==> src/rtl/booth_wallace.sv <==
// Two-stage radix-4 Booth / Wallace-tree multiplier front end. It produces the
// sum and carry rows for a downstream 66-bit adder.
module booth_wallace (
  input  logic        clk,
  input  logic        rst_n,
  input  logic        in_valid,
  output logic        in_ready,
  input  logic [31:0] in_a,
  input  logic [31:0] in_b,
  input  logic        in_a_signed,
  input  logic        in_b_signed,
  input  logic [4:0]  in_tag,
  input  logic        flush,
  output logic        out_valid,
  input  logic        out_ready,
  output logic [65:0] out_sum,
  output logic [65:0] out_carry,
  output logic [4:0]  out_tag
);

  logic        s1_valid_r;
  logic [32:0] s1_a_r;
  logic [32:0] s1_b_r;
  logic [4:0]  s1_tag_r;
  logic        s2_valid_r;
  logic [65:0] s2_sum_r;
  logic [65:0] s2_carry_r;
  logic [4:0]  s2_tag_r;

  logic        s1_advance_s;
  logic        take_s;
  logic [65:0] tree_sum_s;
  logic [65:0] tree_carry_s;

  logic [34:0] bx_s;
  logic [65:0] a66_s;
  logic [2:0]  trip_s;
  logic [65:0] mag_s;
  logic        neg_s;
  logic [65:0] maj_s;
  logic [65:0] rows_s [0:17];
  logic [65:0] nxt_s  [0:17];
  int          n_s;

  assign s1_advance_s = s1_valid_r & (~s2_valid_r | out_ready);
  assign in_ready     = rst_n & ~flush & (~s1_valid_r | s1_advance_s);
  assign take_s       = in_valid & in_ready;

  assign out_valid = s2_valid_r;
  assign out_sum   = s2_sum_r;
  assign out_carry = s2_carry_r;
  assign out_tag   = s2_tag_r;

  // Stage 1: capture the extended operands and tag
  always_ff @(posedge clk) begin
    if (!rst_n) begin
      s1_valid_r <= 1'b0;
      s1_a_r     <= 33'd0;
      s1_b_r     <= 33'd0;
      s1_tag_r   <= 5'd0;
    end else if (flush) begin
      s1_valid_r <= 1'b0;
    end else if (take_s) begin
      s1_valid_r <= 1'b1;
      s1_a_r     <= {in_a_signed & in_a[31], in_a};
      s1_b_r     <= {in_b_signed & in_b[31], in_b};
      s1_tag_r   <= in_tag;
    end else if (s1_advance_s) begin
      s1_valid_r <= 1'b0;
    end
  end

  // Booth recoding of the multiplier and 3:2 reduction of all rows down to two
  always_comb begin
    bx_s   = {s1_b_r[32], s1_b_r, 1'b0};
    a66_s  = {{33{s1_a_r[32]}}, s1_a_r};
    trip_s = 3'd0;
    mag_s  = 66'd0;
    neg_s  = 1'b0;
    maj_s  = 66'd0;
    n_s    = 18;
    for (int r = 0; r < 18; r++) begin
      rows_s[r] = 66'd0;
      nxt_s[r]  = 66'd0;
    end
    // Row 17 collects the +1 of every negated partial product at weight 2i
    for (int i = 0; i < 17; i++) begin
      trip_s = bx_s[2*i +: 3];
      neg_s  = trip_s[2] & ~(trip_s[1] & trip_s[0]);
      case (trip_s)
        3'b001, 3'b010, 3'b101, 3'b110: mag_s = a66_s;
        3'b011, 3'b100:                 mag_s = {a66_s[64:0], 1'b0};
        default:                        mag_s = 66'd0;
      endcase
      rows_s[i]       = (neg_s ? ~mag_s : mag_s) << (2*i);
      rows_s[17][2*i] = neg_s;
    end
    // Six carry-save levels: 18 -> 12 -> 8 -> 6 -> 4 -> 3 -> 2 rows
    for (int l = 0; l < 6; l++) begin
      for (int r = 0; r < 18; r++) begin
        nxt_s[r] = 66'd0;
      end
      for (int g = 0; g < 6; g++) begin
        if (3*g + 2 < n_s) begin
          maj_s = (rows_s[3*g] & rows_s[3*g+1]) | (rows_s[3*g] & rows_s[3*g+2]) |
                  (rows_s[3*g+1] & rows_s[3*g+2]);
          nxt_s[2*g]   = rows_s[3*g] ^ rows_s[3*g+1] ^ rows_s[3*g+2];
          nxt_s[2*g+1] = {maj_s[64:0], 1'b0};
        end else if (3*g + 1 < n_s) begin
          nxt_s[2*g]   = rows_s[3*g];
          nxt_s[2*g+1] = rows_s[3*g+1];
        end else if (3*g < n_s) begin
          nxt_s[2*g]   = rows_s[3*g];
        end else begin
          nxt_s[2*g]   = 66'd0;
        end
      end
      n_s = (n_s / 3) * 2 + (n_s % 3);
      for (int r = 0; r < 18; r++) begin
        rows_s[r] = nxt_s[r];
      end
    end
    tree_sum_s   = rows_s[0];
    tree_carry_s = rows_s[1];
  end

  // Stage 2: output registers, held while the consumer stalls
  always_ff @(posedge clk) begin
    if (!rst_n) begin
      s2_valid_r <= 1'b0;
      s2_sum_r   <= 66'd0;
      s2_carry_r <= 66'd0;
      s2_tag_r   <= 5'd0;
    end else if (flush) begin
      s2_valid_r <= 1'b0;
    end else if (s1_advance_s) begin
      s2_valid_r <= 1'b1;
      s2_sum_r   <= tree_sum_s;
      s2_carry_r <= tree_carry_s;
      s2_tag_r   <= s1_tag_r;
    end else if (out_ready) begin
      s2_valid_r <= 1'b0;
    end
  end

endmodule
==> config.mk <==
export PLATFORM = sky130hd
export DESIGN_NAME = booth_wallace
export DESIGN_NICKNAME = d
export VERILOG_FILES = /design/src/rtl/booth_wallace.sv
export SDC_FILE = /design/constraint.sdc
export NUM_CORES = 2
export LEC_CHECK = 0
export BUFFER_PORTS_ARGS = -buffer_cell sky130_fd_sc_hd__buf_2
export CAP_MARGIN = 5
export CELL_PAD_IN_SITES_DETAIL_PLACEMENT = 1
export CELL_PAD_IN_SITES_GLOBAL_PLACEMENT = 1
export CORE_MARGIN = 4
export CORE_UTILIZATION = 40
export DETAILED_ROUTE_END_ITERATION = 16
export PLACE_DENSITY_LB_ADDON = 0.15
export SYNTH_ARGS = -nofsm -noshare
export SYNTH_HDL_FRONTEND = slang
export SYNTH_SLANG_ARGS = --single-unit
==> constraint.sdc <==
create_clock -name clk -period 5.95 [get_ports clk]
set_input_delay 1.19 -clock clk [delete_from_list [all_inputs] [get_ports clk]]
set_output_delay 1.19 -clock clk [all_outputs]
set_load 0.01 [all_outputs]
# Word level (Yosys, flattened, before mapping)
# Cells that the tools add are included.
# word_totals
ff_bits	209
input_bits	76
output_inout_bits	139
# op_classes
n_eq_ne	99
muxes	38
bitwise	189
reduce_logical	38
# op_table
cell	count
bitwise AND 65 bit	46
bitwise OR 65 bit	32
XOR 66 bit	31
equality test 3 bit, second input constant	48
case mux 66 bit (2 select lines)	1
bitwise AND 65 x 33 -> 65 bit	2
case mux 64 bit (2 select lines)	1
case mux 62 bit (2 select lines)	1
case mux 60 bit (2 select lines)	1
case mux 58 bit (2 select lines)	1
case mux 56 bit (2 select lines)	1
case mux 54 bit (2 select lines)	1
case mux 52 bit (2 select lines)	1
case mux 50 bit (2 select lines)	1
equality test 3 x 2 -> 1 bit, second input constant	32
case mux 48 bit (2 select lines)	1
case mux 46 bit (2 select lines)	1
case mux 44 bit (2 select lines)	1
case mux 42 bit (2 select lines)	1
case mux 40 bit (2 select lines)	1
case mux 38 bit (2 select lines)	1
case mux 36 bit (2 select lines)	1
case mux 34 bit (2 select lines)	1
2-to-1 mux 66 bit	1
45 further kinds	155

# Depth between registers and ports, before layout
# logic_depth
ltp_word	23
ltp_mapped	22
ltp_nobuf	21

# Worst setup path before layout
# OpenSTA, ideal clock, no wires.
# synth_timing
path_kind	register -> register
startpoint	register s1_b_r[1]
endpoint	register s2_sum_r[51], in the netlist out_sum[51]
setup_time_ns	0.076
arrival_ns	5.346
path_slack_ns	0.529
stages_incl_launch_ff	23
n_path_buf	4
path_cell_list	dfxtp_1 -> clkbuf_1 -> inv_2 -> clkbuf_1 -> ha_1 -> clkbuf_1 -> nor2_1 -> o21ai_0 -> a22oi_1 -> nor2_1 -> nand2b_1 -> buf_2 -> xor2_1 -> fa_1 -> fa_1 -> inv_1 -> fa_1 -> inv_1 -> fa_1 -> inv_1 -> fa_1 -> nand2_1 -> a21boi_0
# synth_between
elab_chain_len	22
word_cells_on_any_way	58
cone_classes	9 x eq/ne; 4 x mux; 42 x bitwise; 3 x reduce/logical
# synth_rtl
element	line_no	source
start, declared	23	logic [32:0] s1_b_r;
start signal, assigned	66	s1_b_r <= {in_b_signed & in_b[31], in_b};
equality test 3 x 1 -> 1 bit, or another cell as far along	90	case (trip_s)
OR reduction 4 bit / OR reduction 2 bit (equally long branches)	90	
case mux 64 bit (2 select lines) / case mux 66 bit (2 select lines) (equally long branches)	90	
inverter 64 bit / inverter 66 bit (equally long branches)	95	rows_s[i] = (neg_s ? ~mag_s : mag_s) << (2*i);
2-to-1 mux 64 bit / 2-to-1 mux 66 bit (equally long branches)	95	
bitwise AND 65 bit	105	maj_s = (rows_s[3*g] & rows_s[3*g+1]) | (rows_s[3*g] & rows_s[3*g+2]) |
bitwise OR 65 bit (2 in a row)	105	
bitwise AND 65 bit	105	
bitwise OR 65 bit (2 in a row)	105	
bitwise AND 65 bit	105	
bitwise OR 65 bit (2 in a row)	105	
bitwise AND 65 bit	105	
bitwise OR 65 bit (2 in a row)	105	
bitwise AND 65 bit	105	
bitwise OR 65 bit (2 in a row)	105	
XOR 66 bit (*) (2 in a row)	107	nxt_s[2*g] = rows_s[3*g] ^ rows_s[3*g+1] ^ rows_s[3*g+2];
net tree_sum_s[51]	32	logic [65:0] tree_sum_s;
end signal, assigned	138	s2_sum_r <= tree_sum_s;
end, declared	26	logic [65:0] s2_sum_r;
# The timed path passes the listed nets; every way through them passes the cells marked *.
# A chain may end at the register's enable or synchronous reset.

# Worst setup path after layout
# layout_timing
startpoint	register s1_b_r[15]
endpoint	register s2_sum_r[31], in the netlist out_sum[31]
# layout_between
elab_chain_len	21
word_cells_on_any_way	73
cone_classes	12 x eq/ne; 4 x mux; 53 x bitwise; 4 x reduce/logical
# layout_rtl
element	line_no
equality test 3 x 1 -> 1 bit, or another cell as far along	90
OR reduction 4 bit / OR reduction 2 bit (equally long branches)	90
case mux 52 bit (2 select lines) / case mux 50 bit (2 select lines) (equally long branches)	90
inverter 52 bit / inverter 50 bit (equally long branches)	95
2-to-1 mux 52 bit / 2-to-1 mux 50 bit (equally long branches)	95
bitwise AND 65 bit	105
bitwise OR 65 bit (2 in a row)	105
bitwise AND 65 bit	105
[3 not listed]	--
XOR 66 bit / bitwise OR 65 bit (equally long branches)	107, 105
bitwise AND 65 bit / bitwise OR 65 bit (equally long branches)	105
bitwise OR 65 bit / XOR 66 bit (equally long branches) (2 in a row)	105, 107
bitwise AND 65 bit	105
bitwise OR 65 bit (2 in a row)	105
XOR 66 bit	107
XOR 66 bit (*)	107
net tree_sum_s[31]	32
# Marked as above.

==> qor.csv <==
stage,metric,value,unit
critical_path,slowest_stage,ha_1,
cts,cts_sinks,205,
sta,fmax,180,MHz
sta,fin_ws,0.394,ns
global_routing,overflow,0,
global_routing,grt_usage,24.9,%
yosys,async_flop_share,0,%
place,io_buffers,209,
yosys,synth_xor_area_share,15.7,%
sta,drv_slew,0,
critical_path,end_kind,register,
place,post_dp_cell_area,36800,sq um
final_layout,fin_cells,5071,
place,place_inst,5023,
global_routing,grt_first_pass_wirelength,180000,microns
yosys,synthTopCellsByArea,"fa_1 (31%), xnor2_1 (13%), dfxtp_1 (12%), a22oi_1 (10%), inv_1 (6.5%)",
final_layout,fillerInstances,10042,
critical_path,path_cells,"inv_1, ha_1, buf_4, a22oi_1, xnor2_1, fa_1, fa_1, fa_1, fa_1, fa_1, inv_1, fa_1, nand2_1, a21boi_0",
yosys,synthFlopType,dfxtp_1,
yosys,synth_top_family_by_area,adder cells,
sta,whs,0.456,ns
global_routing,grt_max_degree,80,
sta,rsz0062_at_grt,no,
worst_hold_path,hp-class,reg2reg,
sta,finClkSkew,0.0380,ns
global_routing,antenna_found_initial,2,
yosys,yosysUniqueCellTypes,58,
drt,drt_drc_violations_left,0,
critical_path,slowest_delay,0.78,ns
cts,cts_resized,0,
floorplan,die_area,91800,sq um
yosys,synth_seq_cells,205,
drt,drt_pass1_iterations,5,
drt,drt_wl_total,113000,microns
final_layout,num_antenna_cells,0,
final_layout,regArea,4110,sq um
sta,max_slew_margin,23.4,%
global_routing,grt_pass1_vias,29925,
place,pre_cts_ws,0.332,ns
yosys,syn_area,34800,sq um
yosys,synth_area_per_cell,8.85,sq um
critical_path,worstSetupStartpointType,register,
final_layout,area_growth,8.55,%
yosys,synth-simple-area-share,6.66,%
final_layout,multi_input_area,26900,sq um
drt,wire_per_inst,22.2,microns
floorplan,ios,215,
run,maxCapViolations,0,
floorplan,start_util,40.6,%
sta,hold_viol,0,
cts,cts_tree,done,
final_layout,fin_area,37800,sq um
cts,postCtsSetupBuffers,0,
critical_path,path_buf_inv,3,
critical_path,reg2reg_depth,14,
critical_path,cp.required,6.47,ns
power_and_ir_drop,ir_drop,0.000203,V
cts,clkTransAtPathRegs,0.06,ns
place,gp_congestion,0.860,
critical_path,path_class,reg2reg,
yosys,yosysSeqAreaShare,11.8,%
yosys,synth_compound_area_share,17.5,%
final_layout,drive_above_1_share,11.2,%
sta,min_period,5.56,ns
cts,htree_levels,1,
critical_path,cpMostUsedCell,fa_1,
floorplan,die_x,303,microns
drt,drt-initial-drc-count,1852,
floorplan,rows,107,
power_and_ir_drop,cellPowerDensity,168,nW/um^2
cts,holdBufCountCts,0,
cts,cts.path.max_buffers,3,
critical_path,worstPathArrival,6.08,ns
yosys,yosys.area.top_type_share,30.8,%
sta,worst_pin_slew,1.15,ns
final_layout,final_nets,4674,
cts,clockRootBuffer,clkbuf_16,
floorplan,die_h,303,microns
drt,antenna_left,0,
power_and_ir_drop,leakagePower,14.9,nW
sta,fin_setup_tns,0,ns
final_layout,postLayoutCoreUtil,44.1,%
yosys,ys_warn_count,0,
sta,fin_crit_sh,93.4,%
sta,setup_viol,0,
critical_path,crit_family,adder cells,
run_status,status,"finished, final reports clean",
yosys,yosysTopAreaCell,fa_1,
cts,cts_made_buffers,28,
drt,avgViaCountPerCell,5.45,
cts,insertion_delay,0.63,ns
floorplan,core-area,85700,sq um
place,hpwl,85000,microns
drt,num_vias,27627,
yosys,synthMuxAreaShare,0.514,%
yosys,syn_inst,3933,
power_and_ir_drop,power,6.33,mW
yosys,synth_fa_ha_area_share,36.7,%
critical_path,crit_cells,14,
yosys,synth_edf_count,0,
worst_hold_path,whs_path_depth,2,
critical_path,crit_fanout,20,
-- placed cells by master, fill, tap and decap left out, drive strengths merged, types with 11 or more instances in the layout --
cell,n
a21boi,207
a21oi,36
a22oi,484
buf,335
clkbuf,36
dfxtp,205
fa,536
ha,153
inv,609
maj3,12
mux2,15
nand2,453
nand2b,46
nor2,41
o21ai,33
o311ai,11
o31ai,30
xnor2,526
xor2,87
-- state kept, by name, indices dropped and copies added, names as in the netlist --
register    flops
out_carry      61
out_tag         5
out_valid       1
out_sum        66
s1_a_r         33
s1_valid_r      1
s1_b_r         33
s1_tag_r        5
-- per-layer routing --
metal	wire length [microns]	up-vias	GRT usage (%)
met4	2520	0	5.34
met2	54200	736	42.5
met1	50700	14387	34.3
met3	5340	125	2.80
li1	-	12379	-
met5	0	-	0
-- cell type report --
type / instances / area share (%)
Multi-Input combinational cell: 2731 / 71.2
Sequential cell: 205 / 10.9
Inverter: 608 / 6.04
Timing Repair Buffer: 335 / 5.62
Tap cell: 1144 / 3.79
Clock buffer: 36 / 2.01
Clock inverter: 12 / 0.434
-- worst register-to-register path, delay by kind of cell (launching register included) --
family          cells  cell delay, ns
compound gates      2            0.31
xor+xnor            1            0.27
fa+ha+maj           7            3.80
buf+inv             3            0.56
flops               1            0.48
simple gates        1            0.04
-- power by group --
| group | switching [mW] | total [mW] | internal [mW] |
|---|---|---|---|
| Combinational | 1.87 | 3.12 | 1.25 |
| Clock | 0.717 | 1.74 | 1.03 |
| Sequential | 0.0367 | 1.47 | 1.43 |
-- final timing paths --
| kind | end | startpoint | slack, ns |
|---|---|---|---|
| worst min-delay path | out_carry[28]$_SDFFE_PN0P_ | out_carry[28]$_SDFFE_PN0P_ | 0.46 |
| worst min register to register | out_carry[28]$_SDFFE_PN0P_ | out_carry[28]$_SDFFE_PN0P_ | 0.46 |
| worst max-delay path | out_sum[31]$_SDFFE_PN0P_ | s1_b_r[15]$_SDFFE_PN0P_ | 0.39 |
| worst max register to register | out_sum[31]$_SDFFE_PN0P_ | s1_b_r[15]$_SDFFE_PN0P_ | 0.39 |
-- cells in the mapped netlist (15+ instances only) --
cell,n
o21ai_0,31
clkbuf_1,297
fa_1,536
o31ai_1,30
mux2_2,15
dfxtp_1,205
xor2_1,87
nand2b_1,46
xnor2_1,526
ha_1,153
nor2_1,35
a22oi_1,483
inv_1,603
a21oi_1,35
nand2_1,453
buf_2,41
a21boi_0,206
buf_1,42
-- cell families (layout without fill, tap and decap cells) --
logic type,after synthesis,count (layout)
buffers and inverters,1001,991
AOI/OAI and AO/OA,828,828
adders and majority gates,701,701
xor gates and xnor gates,617,617
and+or+nand+nor,564,564
DFF,205,205
muxes,16,16
other,1,5
Note: power is estimated with default switching activity, not from simulation.
